<file path="src/rtl/lut_cfg_loader.sv">
// Configuration sequencer for a fracturable dual-LUT slice: assembles a word stream into the
// slice config vector and pulses cfg_en once. Optional parity check enabled by CFG_PARITY_EN.
module lut_cfg_loader #(
  parameter  int unsigned INPUTS    = 4,
  parameter  int unsigned WORD_W    = 8,
  localparam int unsigned MEM_SIZE  = 2**INPUTS,
  localparam int unsigned CFG_W     = 2*MEM_SIZE+1,
  localparam int unsigned NUM_WORDS = (CFG_W+WORD_W-1)/WORD_W
) (
  input  logic              cclk,
  input  logic              crst,
  input  logic              start,
  input  logic              abort,
  input  logic [WORD_W-1:0] s_data,
  input  logic              s_valid,
  output logic              s_ready,
  output logic [CFG_W-1:0]  cfg_out,
  output logic              cfg_en,
  output logic              busy,
  output logic              done
`ifdef CFG_PARITY_EN
  ,
  output logic              err
`endif
);

  localparam int unsigned BUF_W = NUM_WORDS*WORD_W;
  localparam int unsigned SH_W  = $clog2(BUF_W);
  localparam int unsigned IDX_W = $clog2(NUM_WORDS+1);

  typedef enum logic [2:0] {
    IDLE   = 3'd0,
    LOAD   = 3'd1,
    COMMIT = 3'd2,
    DONE   = 3'd3
`ifdef CFG_PARITY_EN
    ,
    CHECK  = 3'd4,
    ERROR  = 3'd5
`endif
  } state_t;

  state_t             state, state_next;
  logic [IDX_W-1:0]   word_idx, idx_next;
  logic [CFG_W-1:0]   buffer, buf_next;
  logic [SH_W-1:0]    word_shift;
`ifdef CFG_PARITY_EN
  logic               par_bit, par_next;
`endif

  assign word_shift = SH_W'(word_idx) * SH_W'(WORD_W);

  // State register
  always_ff @(posedge cclk) begin
    if (crst) state <= IDLE;
    else      state <= state_next;
  end

  // Next-state and datapath-next logic
  always_comb begin
    state_next = state;
    idx_next   = word_idx;
    buf_next   = buffer;
`ifdef CFG_PARITY_EN
    par_next   = par_bit;
`endif
    case (state)
      IDLE, DONE: begin
        if (start) begin
          state_next = LOAD;
          idx_next   = '0;
          buf_next   = '0;
        end
      end
      LOAD: begin
        // abort beats a same-cycle transfer; that word is dropped
        if (abort) begin
          state_next = IDLE;
          idx_next   = '0;
          buf_next   = '0;
        end else if (s_valid) begin
`ifdef CFG_PARITY_EN
          if (word_idx == IDX_W'(NUM_WORDS)) begin
            par_next   = s_data[0];
            state_next = CHECK;
          end else begin
            buf_next = buffer | CFG_W'(BUF_W'(s_data) << word_shift);
            idx_next = word_idx + IDX_W'(1);
          end
`else
          buf_next = buffer | CFG_W'(BUF_W'(s_data) << word_shift);
          idx_next = word_idx + IDX_W'(1);
          if (word_idx == IDX_W'(NUM_WORDS-1)) state_next = COMMIT;
`endif
        end
      end
      COMMIT: state_next = DONE;
`ifdef CFG_PARITY_EN
      CHECK: state_next = (par_bit == ^buffer) ? COMMIT : ERROR;
      ERROR: begin
        if (start) begin
          state_next = LOAD;
          idx_next   = '0;
          buf_next   = '0;
        end
      end
`endif
      default: state_next = IDLE;
    endcase
  end

  // Datapath and registered outputs, decoded from the upcoming state
  always_ff @(posedge cclk) begin
    if (crst) begin
      word_idx <= '0;
      buffer   <= '0;
      cfg_out  <= '0;
      cfg_en   <= 1'b0;
      s_ready  <= 1'b0;
      busy     <= 1'b0;
      done     <= 1'b0;
`ifdef CFG_PARITY_EN
      par_bit  <= 1'b0;
      err      <= 1'b0;
`endif
    end else begin
      word_idx <= idx_next;
      buffer   <= buf_next;
      cfg_en   <= (state_next == COMMIT);
      s_ready  <= (state_next == LOAD);
      done     <= (state_next == DONE);
      if (state_next == COMMIT) cfg_out <= buf_next;
`ifdef CFG_PARITY_EN
      par_bit  <= par_next;
      err      <= (state_next == ERROR);
      busy     <= (state_next == LOAD) || (state_next == COMMIT) || (state_next == CHECK);
`else
      busy     <= (state_next == LOAD) || (state_next == COMMIT);
`endif
    end
  end

endmodule

</file>
<file path="config.mk">
export PLATFORM = sky130hd
export DESIGN_NAME = lut_cfg_loader
export DESIGN_NICKNAME = d
export VERILOG_FILES = /design/src/rtl/lut_cfg_loader.sv
export SDC_FILE = /design/constraint.sdc
export NUM_CORES = 1
export LEC_CHECK = 0
export ABC_AREA = 1
export ABC_CLOCK_PERIOD_IN_PS = 1310
export CAP_MARGIN = 30
export CELL_PAD_IN_SITES_DETAIL_PLACEMENT = 0
export CELL_PAD_IN_SITES_GLOBAL_PLACEMENT = 1
export CORE_MARGIN = 2
export CORE_UTILIZATION = 30
export CTS_CLUSTER_SIZE = 25
export DETAILED_ROUTE_END_ITERATION = 10
export PLACE_DENSITY_LB_ADDON = 0.12
export SLEW_MARGIN = 20
export SYNTH_ARGS = -nofsm -noshare
export SYNTH_HDL_FRONTEND = slang
export SYNTH_SLANG_ARGS = --single-unit
</file>
<file path="constraint.sdc">
create_clock -name cclk -period 1.31 [get_ports cclk]
set_input_delay 0.262 -clock cclk [delete_from_list [all_inputs] [get_ports cclk]]
set_output_delay 0.262 -clock cclk [all_outputs]
set_load 0.05 [all_outputs]
</file>
**Word-level counts from Yosys, hierarchy flattened**

Cells that the tools add are included.

- Bits in registers: 76
- Input port bits: 13
- Output and inout port bits: 37
- Word-level logic and storage cells: 38

- $add $sub $neg: 1
- Equality and inequality tests: 9
- Shift operators: 1
- Muxes and demuxes: 13
- Bitwise logic cells: 1
- Reduce and logical (&&, ||, !) cells: 5

Operators by type and width:

| kind | number |
|---|---|
| $mux 33 | 3 |
| $pmux 33 s2 | 1 |
| $or 33x33->33 | 1 |
| $shl 8x6->33 | 1 |
| $mux 3 | 7 |
| $eq 3x2->1 const B | 4 |
| $pmux 3 s3 | 1 |
| $eq 3x1->1 const B | 2 |
| $pmux 3 s2 | 1 |
| $add 3x1->3 const B | 1 |
| $eq 3x3->1 const B | 1 |
| $logic_not 3->1 | 1 |
| $ne 3x3->1 const B | 1 |
| $reduce_and 3->1 | 1 |
| $ne 2x2->1 const B | 1 |
| $reduce_bool 2->1 | 1 |
| $reduce_or 2->1 | 1 |
| $logic_or 1x1->1 | 1 |

**Longest topological paths before layout**

Gate-level depths: netlist (run 1).

- Depth in word-level cells: 7
- Mapped depth: 9

**Least setup slack after synthesis (run 1)**

OpenSTA, ideal clock, no wires.

- Kind: register to register
- From: register word_idx[0]
- To: register cfg_out[10]
- Setup time: 0.119 ns
- Arrival: 1.269 ns
- Slack: -0.079 ns
- Stages on the path, launching flop included: 9
- Buffers on the path: 2
- Path through: dfxtp_1 -> inv_1 -> ha_1 -> nand3_2 -> inv_2 -> buf_4 -> buf_6 -> o21ai_1 -> a21oi_1

- Longest elaborated chain between the ends: 6
- Elaborated cells on any way between the ends: 11
- Those cells by class: eq/ne (2); shift (1); mux (7); bitwise (1)

Ends and longest elaborated chain:

| what | line | text |
|---|---|---|
| start: declaration | 44 | `logic [IDX_W-1:0] word_idx, idx_next;` |
| start signal: assignment | 127 | `word_idx <= idx_next;` |
| $eq 3x3->1 | 93 | `if (word_idx == IDX_W'(NUM_WORDS-1)) state_next = COMMIT;` |
| $mux 3 | 93 |  |
| $mux 3 | 81 | `end else if (s_valid) begin` |
| $mux 3 | 77 | `if (abort) begin` |
| $pmux 3 s3 | 67 | `case (state)` |
| $eq 3x2->1 | 132 | `if (state_next == COMMIT) cfg_out <= buf_next;` |
| end signal: assignment | 132 |  |
| end: declaration | 17 | `output logic [CFG_W-1:0] cfg_out,` |

Several ways; a longest one is shown, not always the timed one.
A chain may end at the register's enable or synchronous reset.

**Final worst setup path (run 1)**

- From: register word_idx[1]
- To: register cfg_out[25]

Same word-level chain as after synthesis.

==> results of run 1 <==
## path summary, 6_finish.rpt
| path | depth (start not counted) | endpoint | start | slack, ns |
|---|---|---|---|---|
| setup reg to reg | 7 | cfg_out[25] | word_idx[1] | -0.08 |
| hold reg to reg | 2 | cfg_out[32] | cfg_out[32] | 0.50 |
| hold / removal | 2 | cfg_out[32] | cfg_out[32] | 0.50 |
| setup / recovery | 7 | cfg_out[25] | word_idx[1] | -0.08 |
## timing repair
action,CTS,global route
endpoints found under the hold margin,0,0
buffers inserted,1,3
pin swaps,2,12
hold buffers,0,0
endpoints found under the setup margin,51,72
cloned,1,9
gates resized for setup,14,38
## stage by stage
step	hold WS (ns)	TNS, ns
finish	0.5026	-1.062
detailed placement	0.4895	-23.32
global placement	0.4929	-23.24
CTS	0.5031	-0.01425
floorplan	0.3429	0
global route	0.5375	-5.955
## sequential cells by signal, indices dropped and copies added (netlist names)
name and cells:
buffer 33, busy 1, cfg_en 1, cfg_out 33, done 1, s_ready 1
state 3, word_idx 3
## cell usage after synthesis (all sizes together)
| cell type | count |
|---|---|
| conb | 1 |
| a21oi | 37 |
| nor2 | 49 |
| nand4 | 3 |
| o21ai | 32 |
| nand3 | 14 |
| nand3b | 2 |
| dfxtp | 76 |
| or2 | 1 |
| o21bai | 27 |
| clkbuf | 7 |
| and3 | 1 |
| buf | 16 |
| inv | 35 |
| a21o | 2 |
| ha | 2 |
| nand2 | 94 |
## layout make-up
| type | instances | area [um^2] | area share |
|---|---|---|---|
| flip-flops and latches | 76 | 1536 | 0.3154 |
| inverters | 35 | 146.4 | 0.03005 |
| clock inverters | 4 | 72.57 | 0.01490 |
| repair buffers | 87 | 1394 | 0.2862 |
| multi-input cells | 265 | 1389 | 0.2851 |
| clock buffers | 11 | 151.4 | 0.03108 |
| repair inverters | 2 | 15.01 | 0.003082 |
| well taps | 133 | 166.4 | 0.03416 |
## kinds of logic (layout without fill, tap and decap cells)
logic type      count (synthesis)  in the layout  share of synthesized area
compound gates                 98             98                     0.1863
fa+ha+maj                       2              2                   0.008222
buf+inv                        58            139                    0.08388
flops                          76             76                     0.5000
other cells                     1              1                   0.001232
simple gates                  164            164                     0.2204
## power by group through the flow
stage          clock (uW)  combinational (uW)  sequential, uW
4_1_cts              2080                 278            2320
6_report             2030                 323            2320
3_3_place_gp            0                 273            2380
2_1_floorplan           0                 115            2390
5_1_grt              2180                 349            2320
3_5_place_dp            0                 271            2380
## per-layer routing
metal  up-vias  part of all wire  GRT usage  wire, um
met3         7             0.051    0.04367       453
met1      1281              0.49     0.2179      4398
met4         0            0.0092    0.04476        82
met5         -                 0          0         0
li1       1439                 -          -         -
met2        59              0.45     0.2404      3991
## critical path, cell delays in order (launching register included)
cell and delay [ns]:
sky130_fd_sc_hd__dfxtp_4 0.37, sky130_fd_sc_hd__inv_1 0.06, sky130_fd_sc_hd__ha_2 0.18, sky130_fd_sc_hd__nand3_2 0.10, sky130_fd_sc_hd__clkinv_4 0.14, sky130_fd_sc_hd__buf_12 0.17, sky130_fd_sc_hd__clkbuf_16 0.16, sky130_fd_sc_hd__a21oi_1 0.14
==> flow_summary.rst, run 1 <==
.. list-table::
   :header-rows: 1

   * - Metric
     - Value
   * - Run status
     - finished, violations left
   * - Violations in the final reports
     - negative setup slack
   * - Worst voltage drop across the vdd grid
     - about 670 uV
   * - Routed length per placed instance
     - 14.56 um
   * - Die outline height
     - 104.7 um
   * - Finished Core Util
     - 0.4961
   * - Max-cap violations
     - 0
   * - Area growth from synthesis to layout
     - 60.07%
   * - Bufs on Longest Clock Path
     - 2
   * - Rows
     - 36
   * - Post-synthesis sequential area ratio
     - 0.5000
   * - Post-place instance area
     - approximately 4200 um^2
   * - Clock period minus worst slack
     - 1.388 ns
   * - Number of global-route vias before repair
     - approximately 2700
   * - Number of primary I/O pins
     - 50
   * - Part of the power in registers
     - 0.497
   * - Initial Util
     - 0.3099
   * - HPWL after detailed placement
     - ~5.3 mm
   * - Pin count of the biggest net entering global routing
     - 36
   * - Post-synthesis instance area
     - 3043 um^2
   * - Overall die area
     - about 11000 um^2
   * - Core ar.
     - a little under 10000 um^2
   * - Remaining antenna violation count after routing
     - 0
   * - Cell types with the largest area share after synthesis
     - sky130_fd_sc_hd__dfxtp_1 50%, sky130_fd_sc_hd__nand2_1 11%, sky130_fd_sc_hd__o21bai_1 6.7%, sky130_fd_sc_hd__a21oi_1 5.9%, sky130_fd_sc_hd__nor2_1 5.9%
   * - Drt first pass iters
     - 4
   * - Gate count after technology mapping
     - 399
   * - Syn nets
     - 414
   * - Highest clock frequency the design can meet
     - around 720 MHz
   * - Worst Setup End Kind
     - register
   * - Highest fanout seen on the critical path
     - 8
   * - Total of fill cells in the finished design
     - 981
   * - Worst path required time
     - 1.60 ns
   * - Setup violators final
     - 28
   * - Hold Violations, Final
     - 0
   * - Pre-CTS setup slack
     - -0.3963 ns
   * - Number of buffers created by CTS
     - 9
   * - Fin cells
     - between 600 and 700
   * - GRT Total Usage
     - 0.1576
   * - Worst path arrival time
     - 1.67 ns
   * - Number of nets at the end of the flow
     - between 400 and 500
   * - Number of vias per cell after detailed routing
     - 4.545
   * - Clock power frac
     - 0.434
   * - Sw frac
     - 0.2246
   * - Internal power of the cells
     - 3617 uW
   * - Power density normalized to cell area
     - 957.6 nW/um^2
   * - Most frequent standard cell in the layout excluding fill and tap cells
     - sky130_fd_sc_hd__nand2_1
   * - Net Sw Power
     - 1048 uW
   * - Critical Setup Path Class
     - register to register
   * - Leading cell types in the layout, fill and taps excluded
     - 85 x sky130_fd_sc_hd__nand2_1, 72 x sky130_fd_sc_hd__dfxtp_1, 48 x sky130_fd_sc_hd__nor2_1, 44 x sky130_fd_sc_hd__buf_12, 31 x sky130_fd_sc_hd__a21oi_1
   * - Smallest setup slack after layout
     - -0.07785 ns
   * - DRC violation total after the first TritonRoute iteration
     - 159
   * - Fraction of final layout cells sized beyond drive strength 1
     - 0.2792
   * - Synthesized area per cell
     - 7.626 um^2
   * - Unrepaired setup endpoints after global routing
     - yes
   * - Initial antenna violation count
     - 0
   * - Clock transition at the register clock pins on the worst setup and hold paths after CTS
     - 0.08 ns
   * - Die Span X
     - ~100 um
   * - Placed Cells incl. Taps
     - 584
   * - Ratio of final minimum period to clock period
     - 1.059
   * - Cell variety after synth
     - 25
   * - Worst min-delay path category
     - register to register
   * - Port Buf Inserts
     - 49
   * - Leak pwr
     - between 0.002 and 0.0025 uW
   * - Routability-driven placement congestion ratio
     - around 0.86
   * - DRC viols
     - 0
   * - Overall Power
     - 4665 uW
   * - Final Max Tran Viols
     - 0
   * - Number of vias after detailed routing
     - approximately 2800
   * - Top-area cell type share of the netlist area
     - 0.5000
   * - Final clock skew
     - approximately 0.0086 ns
   * - H-tree Lvls
     - 3
   * - Number of flip-flops and latches in the synthesized netlist
     - 76
   * - Clk Latency, worst-skew pair
     - 0.35 ns
   * - Final design area excluding fillers
     - 4871 um^2
   * - Overflow left after global routing
     - 0
   * - Global-route wire length before repair
     - 13.66 mm
   * - CTS tree
     - yes
   * - Drt total wl
     - 8.926 mm
   * - Root Buffer
     - sky130_fd_sc_hd__clkbuf_8
   * - Cell type with the highest aggregate area in the netlist
     - sky130_fd_sc_hd__dfxtp_1
   * - Power share of the combinational group
     - 0.069
   * - Count of yosys warnings during synthesis
     - 0
   * - Antenna diode count
     - 0
   * - Category of the worst setup path launch point
     - register
   * - Sink count of the clock tree
     - 76
No activity file was read; power rests on OpenSTA's default activity.
==> run 2: changes to the inputs <==
- TNS_END_PERCENT: default -> 1
==> flow_summary.rst, run 2 (synthesized netlist as in run 1, its figures left out) <==
.. list-table::
   :header-rows: 1

   * - Metric
     - Value
   * - Die Span X
     - 104.7 um (unchanged)
   * - Pre-CTS setup slack
     - -0.3963 ns (unchanged)
   * - Placed Cells incl. Taps
     - 584 (unchanged)
   * - Total of fill cells in the finished design
     - 1011 (+3.1%)
   * - Setup violators final
     - 30 (+7.1%)
   * - Cells traversed along the worst timing path
     - inv_2, ha_1, nand3_2, clkinv_4, buf_12, o21ai_1, a21oi_1
   * - Rows
     - 36 (unchanged)
   * - Drt first pass iters
     - 4 (unchanged)
   * - Worst Setup End Kind
     - register
   * - Global-route wire length before repair
     - 13.33 mm (-2.4%)
   * - Port Buf Inserts
     - 49 (unchanged)
   * - Total of hold buffers inserted after clock tree synthesis
     - 0 (unchanged)
   * - Final clock skew
     - 0.01034 ns (+0.001714 ns)
   * - Hold Violations, Final
     - 0 (unchanged)
   * - Overall Power
     - 4628 uW (-0.79%)
   * - Registers with the highest flip-flop counts
     - buffer x33, cfg_out x33
   * - Number of buffers created by CTS
     - 9 (unchanged)
   * - Violations in the final reports
     - negative setup slack
   * - Power density normalized to cell area
     - 1002 nW/um^2 (+4.6%)
   * - Number of vias per cell after detailed routing
     - 4.490 (-1.2%)
   * - Pin count of the biggest net entering global routing
     - 36 (unchanged)
   * - Min Hold Slack
     - 0.5021 ns (-0.0005140 ns)
   * - Number of vias after detailed routing
     - 2712 (-2.7%)
   * - Routability-driven placement congestion ratio
     - 0.8570 (unchanged)
   * - Area growth from synthesis to layout
     - 51.77%
   * - DRC viols
     - 0 (unchanged)
   * - Clock transition at the register clock pins on the worst setup and hold paths after CTS
     - 0.07 ns (about the same)
   * - Area of combinational cells with multiple inputs
     - 1324 um^2 (-4.7%)
   * - Remaining antenna violation count after routing
     - 0 (unchanged)
   * - Initial antenna violation count
     - 0 (unchanged)
   * - Most frequent standard cell in the layout excluding fill and tap cells
     - sky130_fd_sc_hd__nand2_1
   * - Critical Setup Path Class
     - register to register
   * - Root Buffer
     - sky130_fd_sc_hd__clkbuf_8
   * - Run status
     - finished, violations left
   * - Die outline height
     - 104.7 um (unchanged)
   * - Crit path max-delay cell type
     - sky130_fd_sc_hd__dfxtp_2
   * - Antenna diode count
     - 0 (unchanged)
   * - Worst path arrival time
     - 1.59 ns (-0.08 ns)
   * - Worst path required time
     - 1.55 ns (-0.05 ns)
   * - Drt total wl
     - 8.301 mm (-7.0%)
   * - Fin cells
     - 604 (-1.5%)
   * - Bufs on Longest Clock Path
     - 2 (unchanged)
   * - Routed length per placed instance
     - 13.74 um (-5.6%)
   * - Category of the worst setup path launch point
     - register
   * - Number of global-route vias before repair
     - 2686 (-1.2%)
   * - Highest fanout seen on the critical path
     - 15 (+7)
   * - Fraction of final layout cells sized beyond drive strength 1
     - 0.2463 (-0.03288)
   * - Number of primary I/O pins
     - 50 (unchanged)
   * - GRT Total Usage
     - 0.1534 (-0.004204)
   * - Total Negative Setup Slacks
     - -0.7335 ns (+0.3283 ns)
   * - Clk Latency, worst-skew pair
     - 0.35 ns (about the same)
   * - Clock period minus worst slack
     - 1.351 ns (-0.03686 ns)
   * - Worst min-delay path category
     - register to register
   * - HPWL after detailed placement
     - 5.338 mm (unchanged)
   * - Unrepaired setup endpoints after global routing
     - yes
   * - Worst voltage drop across the vdd grid
     - 716.4 uV (+6.3%)
   * - Slowest stage delay, CP
     - 0.37 ns (about the same)
   * - DRC violation total after the first TritonRoute iteration
     - 117 (-26%)
   * - Overall die area
     - 10960 um^2 (unchanged)
   * - H-tree Lvls
     - 3 (unchanged)
   * - Sequential cell area in the final layout
     - 1529 um^2 (-0.49%)
   * - Initial Util
     - 0.3099 (unchanged)
   * - Ratio of final minimum period to clock period
     - 1.031 (-0.02814)
   * - Number of nets at the end of the flow
     - 482 (-1.8%)
   * - Leak pwr
     - 0.001930 uW (-4.5%)
   * - Final Max Tran Viols
     - 0 (unchanged)
   * - Leading cell types in the layout, fill and taps excluded
     - 86 x sky130_fd_sc_hd__nand2_1, 72 x sky130_fd_sc_hd__dfxtp_1, 47 x sky130_fd_sc_hd__nor2_1, 43 x sky130_fd_sc_hd__buf_12, 35 x sky130_fd_sc_hd__a21oi_1
   * - Core ar.
     - 9819 um^2 (unchanged)
   * - Max-cap violations
     - 0 (unchanged)
   * - Smallest setup slack after layout
     - -0.04099 ns (+0.03686 ns)
   * - Overflow left after global routing
     - 0 (unchanged)
   * - CTS tree
     - yes
   * - Highest clock frequency the design can meet
     - 740.2 MHz (+2.7%)
   * - Sink count of the clock tree
     - 76 (unchanged)
run 2: layout make-up:
| cell class | count | share of cell area |
|---|---|---|
| clock buffers | 11 | 0.03278 |
| clock inverters | 4 | 0.01571 |
| inverters | 35 | 0.03116 |
| multi-input cells | 265 | 0.2866 |
| flip-flops and latches | 76 | 0.3311 |
| well taps | 133 | 0.03603 |
| repair buffers | 79 | 0.2650 |
| repair inverters | 1 | 0.001626 |
run 2: path summary, 6_finish.rpt:
path	end	slack, ns	startpoint	depth (start not counted)
hold / removal	cfg_out[32]	0.50	cfg_out[32]	2
setup / recovery	cfg_out[21]	-0.04	word_idx[0]	7
setup reg to reg	cfg_out[21]	-0.04	word_idx[0]	7
hold reg to reg	cfg_out[32]	0.50	cfg_out[32]	2
run 2: where the power goes:
group	total, uW	internal [uW]	switching, uW
clock network	2030	1160	865
registers	2320	2310	5.89
logic	279	117	162
total	4630	3600	1030
run 2: critical path, delay by kind of cell (launching register included):
| kind | cells | cell delay (ns) |
|---|---|---|
| buf+inv | 3 | 0.36 |
| compound gates | 2 | 0.18 |
| simple gates | 1 | 0.11 |
| fa+ha+maj | 1 | 0.22 |
| flops | 1 | 0.37 |
run 2: per-layer routing:
| metal | part of all wire | GRT usage | vias to the layer above |
|---|---|---|---|
| met5 | 0 | 0 | - |
| met3 | 0.049 | 0.04367 | 9 |
| met2 | 0.44 | 0.2348 | 54 |
| met4 | 0.013 | 0.04476 | 0 |
| li1 | - | - | 1418 |
| met1 | 0.49 | 0.2102 | 1231 |
run 2: what timing repair did:
action / CTS / global route
setup endpoints to repair: 51 / 72
setup buffers: 0 / 1
cloned: 0 / 4
pin swaps: 1 / 23
gates resized for setup: 11 / 20
run 2: through the flow:
stage               instance area (um^2)    util
floorplan                           3044       -
global placement                    4218  0.4295
detailed placement                  4218  0.4295
CTS                                 4468  0.4550
global route                        4618  0.4703
finish                              4618  0.4703
